### config.mk
export PLATFORM = sky130hd
export DESIGN_NAME = tick_scheduler
export DESIGN_NICKNAME = d
export VERILOG_FILES = /design/src/rtl/tick_scheduler.sv
export SDC_FILE = /design/constraint.sdc
export NUM_CORES = 1
export LEC_CHECK = 0
export ABC_AREA = 1
export CAP_MARGIN = 20
export CORE_AREA = 2 2 162 164
export CTS_BUF_LIST = sky130_fd_sc_hd__clkbuf_4 sky130_fd_sc_hd__clkbuf_8
export DETAILED_ROUTE_END_ITERATION = 10
export DIE_AREA = 0 0 164 166
export PLACE_DENSITY = 0.58
export REMOVE_ABC_BUFFERS = 1
export SYNTH_ARGS = -nofsm -noshare
export SYNTH_HDL_FRONTEND = slang
export SYNTH_SLANG_ARGS = --single-unit
### constraint.sdc
create_clock -name clk -period 3 [get_ports clk]
set_clock_uncertainty 0.2 [all_clocks]
set_input_delay 0.6 -clock clk [delete_from_list [all_inputs] [get_ports clk]]
set_output_delay 0.6 -clock clk [all_outputs]
set_load 0.02 [all_outputs]
### src/rtl/tick_scheduler.sv
// Shared-timebase tick scheduler: one free-running prescaler feeds a base tick
// that is time-shared by NCH independently armed periodic/one-shot channels.
module tick_scheduler #(
  parameter int unsigned PRESCALE = 10000000,
  parameter int unsigned NCH      = 4,
  parameter int unsigned CW       = 16,
  parameter int unsigned AW       = 2
) (
  input  logic           clk,
  input  logic           rst_n,
  input  logic           cfg_we,
  input  logic [AW-1:0]  cfg_ch,
  input  logic [CW-1:0]  cfg_period,
  input  logic           cfg_oneshot,
  input  logic [NCH-1:0] ch_stop,
  output logic           base_tick,
  output logic [NCH-1:0] tick_o,
  output logic [NCH-1:0] clk_o,
  output logic [NCH-1:0] active,
  output logic           cfg_err
);

  localparam int unsigned PW = $clog2(PRESCALE);

  typedef enum logic {StIdle, StRun} state_e;

  logic [PW-1:0]  pre_q, pre_d;
  logic           pre_wrap;
  logic           base_q, base_d;
  logic           err_q, err_d;
  logic [NCH-1:0] ch_sel;
  logic           arm_ok;

  state_e         state_q  [NCH];
  state_e         state_d  [NCH];
  logic [CW-1:0]  period_q [NCH];
  logic [CW-1:0]  period_d [NCH];
  logic [CW-1:0]  cnt_q    [NCH];
  logic [CW-1:0]  cnt_d    [NCH];
  logic [NCH-1:0] oneshot_q, oneshot_d;
  logic [NCH-1:0] tick_q, tick_d;
  logic [NCH-1:0] clko_q, clko_d;

  // Prescaler: free-running, never gated by channel activity.
  always_comb begin
    pre_wrap = (pre_q == PW'(PRESCALE - 1));
    pre_d    = pre_wrap ? '0 : pre_q + PW'(1);
    base_d   = pre_wrap;
  end

  // Decode the channel select; an out-of-range index selects nothing.
  always_comb begin
    ch_sel = '0;
    for (int k = 0; k < NCH; k++) begin
      ch_sel[k] = (cfg_ch == AW'(k));
    end
  end

  assign arm_ok = cfg_we && (cfg_period != '0) && (|ch_sel);
  assign err_d  = cfg_we && ((cfg_period == '0) || !(|ch_sel));

  // Per-channel next state. Priority: stop, then arm, then expiry.
  always_comb begin
    state_d   = state_q;
    period_d  = period_q;
    cnt_d     = cnt_q;
    oneshot_d = oneshot_q;
    clko_d    = clko_q;
    tick_d    = '0;
    for (int k = 0; k < NCH; k++) begin
      if (ch_stop[k]) begin
        state_d[k] = StIdle;
        cnt_d[k]   = '0;
      end else if (arm_ok && ch_sel[k]) begin
        state_d[k]   = StRun;
        period_d[k]  = cfg_period;
        oneshot_d[k] = cfg_oneshot;
        cnt_d[k]     = '0;
        clko_d[k]    = 1'b0;
      end else if (state_q[k] == StRun && base_q) begin
        if (cnt_q[k] == period_q[k] - CW'(1)) begin
          tick_d[k] = 1'b1;
          clko_d[k] = ~clko_q[k];
          cnt_d[k]  = '0;
          if (oneshot_q[k]) begin
            state_d[k] = StIdle;
          end
        end else begin
          cnt_d[k] = cnt_q[k] + CW'(1);
        end
      end
    end
  end

  always_ff @(posedge clk or negedge rst_n) begin
    if (!rst_n) begin
      pre_q     <= '0;
      base_q    <= 1'b0;
      err_q     <= 1'b0;
      tick_q    <= '0;
      clko_q    <= '0;
      oneshot_q <= '0;
      for (int k = 0; k < NCH; k++) begin
        state_q[k]  <= StIdle;
        period_q[k] <= '0;
        cnt_q[k]    <= '0;
      end
    end else begin
      pre_q     <= pre_d;
      base_q    <= base_d;
      err_q     <= err_d;
      tick_q    <= tick_d;
      clko_q    <= clko_d;
      oneshot_q <= oneshot_d;
      for (int k = 0; k < NCH; k++) begin
        state_q[k]  <= state_d[k];
        period_q[k] <= period_d[k];
        cnt_q[k]    <= cnt_d[k];
      end
    end
  end

  always_comb begin
    active = '0;
    for (int k = 0; k < NCH; k++) begin
      active[k] = (state_q[k] == StRun);
    end
  end

  assign base_tick = base_q;
  assign tick_o    = tick_q;
  assign clk_o     = clko_q;
  assign cfg_err   = err_q;

endmodule

==> After elaboration in Yosys (flattened, before gate mapping) <==
Cells that the tools add are included.
{ "totals": {"inputBits": 26, "output_inout_bits": 14, "word_cells": 163, "reg_bits": 170} }
{ "op_classes": {"reduce_logical": 49, "n_addsub": 9, "n_bitwise": 8, "n_eq_ne": 8, "n_mux": 65} }
{ "op_table": {"columns": ["operator", "n"], "rows": [
  ["$mux 16", 16],
  ["$add 16x1->16 const B", 4],
  ["$eq 16x16->1", 4],
  ["$sub 16x1->16 const B", 4],
  ["$mux 1", 48],
  ["$reduce_bool 3->1", 12],
  ["$add 24x1->24 const B", 1],
  ["$eq 24x24->1 const B", 1],
  ["$mux 24", 1],
  ["$reduce_and 3->1", 8],
  ["$logic_not 16->1", 1],
  ["$reduce_bool 16->1", 1],
  ["$reduce_bool 2->1", 8],
  ["$logic_and 1x1->1", 11],
  ["$not 1->1", 8],
  ["$reduce_and 2->1", 4],
  ["$eq 2x2->1 const B", 2],
  ["$reduce_or 4->1", 1],
  ["$eq 2x1->1 const B", 1],
  ["$logic_not 2->1", 1],
  ["$logic_not 1->1", 1],
  ["$logic_or 1x1->1", 1]
]} }

==> Longest topological paths before layout <==
{ "depth": {"word_depth": 6, "depth_mapped": 16, "depth_no_buf": 16} }

==> Worst setup path after synthesis <==
No wires, ideal clock.
{ "synth_path": {"kind": "input-to-reg", "startpoint": "input port cfg_period[8]", "endpoint": "register cnt_q[10] (netlist bit)", "path_buffers": 1, "cell_stages": 10, "required_ns": 2.656, "setup_slack_ns": 0.837, "arrival_time_ns": 1.819, "setup_ns": 0.144, "cell_sequence": "inv_1 nand4_1 nor2_1 nand2_2 nand4_2 nand2_1 inv_1 nand2_1 buf_1 a21oi_2"} }
{ "synth_between": {"elab_chain_len": 6, "elab_cells_between_ends": 7, "cone_classes": "2 x mux; 5 x reduce/logical"} }
{ "synth_rtl": {"columns": ["element", "line_no", "source"], "rows": [
  ["start, declared", "13", "input logic [CW-1:0] cfg_period,"],
  ["$reduce_bool 16->1 *", "59", "assign arm_ok = cfg_we && (cfg_period != '0) && (|ch_sel);"],
  ["$logic_and 1x1->1 * (2 in a row)", "59", null],
  ["$logic_and 1x1->1 *", "74", "end else if (arm_ok && ch_sel[k]) begin"],
  ["$mux 16", "74", null],
  ["$mux 16", "71", "if (ch_stop[k]) begin"],
  ["end signal, assigned by index", "118", "cnt_q[k] <= cnt_d[k];"],
  ["end, declared", "38", "logic [CW-1:0] cnt_q [NCH];"]
]} }
Mark *: on every way between the ends. The rest lies on a longest branch, timed or not.
A chain may end at the register's enable or synchronous reset.

==> Worst setup path in the final report <==
{ "layout_path": {"startpoint": "register period_q[48] (netlist bit)", "endpoint": "register cnt_q[62] (netlist bit)"} }
{ "layout_between": {"elab_chain_len": 6} }
{ "layout_rtl": {"columns": ["element", "line_no", "source"], "rows": [
  ["start, declared", "36", "logic [CW-1:0] period_q [NCH];"],
  ["start signal, assigned by index", "117", "period_q[k] <= period_d[k];"],
  ["$sub 16x1->16", "81", "if (cnt_q[k] == period_q[k] - CW'(1)) begin"],
  ["$eq 16x16->1", "81", null],
  ["$mux 16", "81", null],
  ["$mux 16", "80", "end else if (state_q[k] == StRun && base_q) begin"],
  ["$mux 16", "74", null],
  ["$mux 16", "71", null]
]} }
No other way between the ends. The select of a mux whose other input is x is not followed.

==> results by group <==
Power
  – Share of total power in combinational logic: about 28%
  – Sw power: ~2.3 mW
  – P_leak: 6.274 nW
  – Int Power: ~3.7 mW
  – Worst vdd ir: 322.5 uV
  – PwrDens: 477.1 nW/um2
  – Seq pwr share: between 40% and 50%
  – Power Total: 6.082 mW
  – Clock share of power: 26.6%
  – Sw Ratio: just under 40%

Worst setup path
  – Critical-path top delay cell: dfrtp_1
  – Worst path bufs/invs: 2
  – Family with the most delay on the worst path: simple AND/OR/NAND/NOR gates
  – Arr. time, crit path: 2790 ps
  – Endpoint type of the worst setup path: flop
  – Most common cell on crit path: nand2_1
  – Setup CP Type: reg2reg
  – Critical Path RT: around 3200 ps
  – Critical Path Source Type: flop
  – Crit-path max cell delay: approximately 430 ps
  – Worst-path maximum fanout: 9
  – CP Cell Sequence: inv_1 > ha_1 > nand3_1 > nor2_2 > nand3b_1 > nand2_1 > o21ai_0 > nor2_1 > nand3_2 > nand2_1 > inv_1 > nand2_1 > nand2_1

Global route
  – GRT Util Overall: 22.17%
  – Total gr overflow: 0
  – Vias in the first global route: around 9600
  – First-pass GRT wire length: about 49 mm
  – Pin count of the biggest net entering global routing: 58
  – Number of antenna violations at the first check in global routing: 2

Drt
  – DRT antenna net count: 0
  – Via count: 10280
  – Total Wirelength: 28.86 mm
  – Via density: 5.000
  – WL per Instance: approximately 14 um
  – Drt first pass iters: 6
  – Residual DRC count: 0
  – Initial DRC Count: around 640

Timing
  – Fin. max-slew vios: 0
  – Slew Limit Headroom: between 60% and 70%
  – Fin. Hold Viols: 0
  – F_max: about 380 MHz
  – PnR worst setup slack: about 380 ps
  – Fin crit share: 87.35%
  – Fin Setup TNS: 0 ps
  – Unrepaired setup endpoints after global routing: false
  – Min cycle time layout: 2620 ps
  – Worst-margin pin slew: ~600 ps
  – Setup-failing EPs final: 0
  – Hold WS: 279.6 ps

Synthesis
  – Ys flop type: dfrtp_1
  – EDFF count, synth: 0
  – Fraction of registers with async set/reset: 100.0%
  – Cells after Synth: 1642
  – Sequential share of the synthesized area: 37.51%
  – Synthesized area per cell: 6.907 um2
  – Synth Cell Area: about 11000 um2
  – Yosys reg bits: between 150 and 200
  – Ys Warns: 0
  – Post-synth cell types: 46

Floorplan
  – Die Ht: 166 um
  – Starting Density: 44.27%
  – Die width: 164 um
  – FP Rows: 59
  – Die footprint: 27220 um2
  – I/O pin total: 40
  – Core Area: between 20000 and 30000 um2

Clock network
  – Clk Tree Root Cell: clkbuf_8
  – Clk sink count: 170
  – Number of H-tree levels: 4
  – CTS tree: done
  – Post-CTS resize count: 0
  – CTS clk-pin slew, worst paths: approximately 100 ps
  – Worst-skew pair later-pin latency: 480 ps
  – CTS max path bufs: 2
  – Number of CTS-inserted buffers: 17
  – Post-CTS setup buffers: 0

Finish
  – Most frequent cells in the layout: 507 x nand2_1, 217 x inv_1, 177 x nor2_1
  – Final nets: between 1500 and 2000
  – Final Non-Filler Cells: 2056
  – Layout area overhead: 12.40%
  – Post-route cell area: 12750 um2
  – Final core utilization: 49.76%
  – Layout cells sized above 1: 8.198%
  – Most common cell after layout, fill and taps aside: nand2_1
  – Fillers: 2581

Placed design
  – Buffers added on ports: 39
  – Placed Cells: 2022
  – Placed cell area: roughly 12000 um2
  – Routability congestion estimate: 0.8423
  – HPWL Detailed: 22.28 mm
  – Dpl ws: 87.14 ps

Job
  – Maxcap violations: 0

Hold path
  – HP Class: reg2reg

Run status
  – Status: finished, final reports clean
==> what timing repair did <==
action	in CTS	in global routing
setup endpoints to repair	0	0
endpoints found under the hold margin	53	0
hold buffers	1	0
==> per-layer routing <==
layer / global-route usage, % / share of wire (%) / vias to the layer above / routed length [um]
li1: - / - / 5331 / -
met1: 31.94 / 50 / 4765 / 14310
met2: 35.48 / 46 / 160 / 13310
met3: 2.822 / 2.9 / 25 / 835
met4: 5.263 / 1.4 / 0 / 412
met5: 0 / 0 / - / 0
==> flip-flops by register name, indices dropped and copies added, names as in the netlist, 4 cells and up <==
| name | flops |
|---|---|
| tick_o | 4 |
| pre_q | 24 |
| active | 4 |
| oneshot_q | 4 |
| period_q | 64 |
| cnt_q | 64 |
| clk_o | 4 |
==> kinds of logic (layout without fill, tap and decap cells) <==
logic type	after synthesis	count (layout)	synth area share (%)
xor+xnor	96	96	7.480
compound gates	162	162	8.131
buf+inv	247	325	8.517
other cells	0	1	0
flops	170	170	37.51
fa+ha+maj	9	9	0.9930
simple gates	958	958	37.37
==> cell type report <==
cell class	count	area, um2	area share, %
multi-input cells	1225	6121	48.02
flip-flops and latches	170	4254	33.37
inverters	219	822.0	6.449
repair buffers	74	757.0	5.938
well taps	335	419.2	3.288
clock buffers	17	234.0	1.835
clock inverters	15	137.6	1.080
diodes	1	2.502	0.01963
==> Yosys cell counts (4+ instances only) <==
| cell type | number | area share (%) |
|---|---|---|
| nand3_1 | 127 | 5.6 |
| ha_1 | 9 | 0.99 |
| nand3b_1 | 26 | 1.7 |
| nor2_1 | 177 | 5.9 |
| xnor2_1 | 38 | 2.9 |
| nand4_1 | 38 | 2.1 |
| a21oi_2 | 20 | 1.5 |
| nor4_1 | 7 | 0.39 |
| buf_2 | 8 | 0.35 |
| o21bai_1 | 4 | 0.26 |
| dfrtp_1 | 170 | 38 |
| o21ai_0 | 102 | 4.5 |
| nand2_2 | 16 | 0.88 |
| clkbuf_1 | 15 | 0.50 |
| or2_2 | 5 | 0.28 |
| nand2_1 | 507 | 17 |
| xor2_1 | 57 | 4.4 |
| nor2_2 | 12 | 0.66 |
| nor3_1 | 19 | 0.84 |
| nor2_4 | 4 | 0.40 |
| inv_1 | 217 | 7.2 |
| a21oi_1 | 26 | 1.1 |
==> power groups by stage <==
stage | clock network [mW] | logic, mW | registers, mW
after floorplan | 0 | 1.28 | 2.72
after global placement | 0 | 1.70 | 2.78
after detailed placement | 0 | 1.73 | 2.78
after CTS | 1.66 | 1.74 | 2.74
after global routing | 1.74 | 2.00 | 2.77
final | 1.62 | 1.73 | 2.74
==> final timing paths <==
path	from	cells past startpoint	slack, ps	to
max	period_q[48]	13	380	cnt_q[62]
min	pre_q[0]	1	280	pre_q[0]
max reg2reg	period_q[48]	13	380	cnt_q[62]
min reg2reg	pre_q[0]	1	280	pre_q[0]
max in group asynchronous	rst_n	3	1370	cnt_q[22]
min in group asynchronous	rst_n	2	440	cnt_q[44]
No activity file was read; power rests on OpenSTA's default activity.
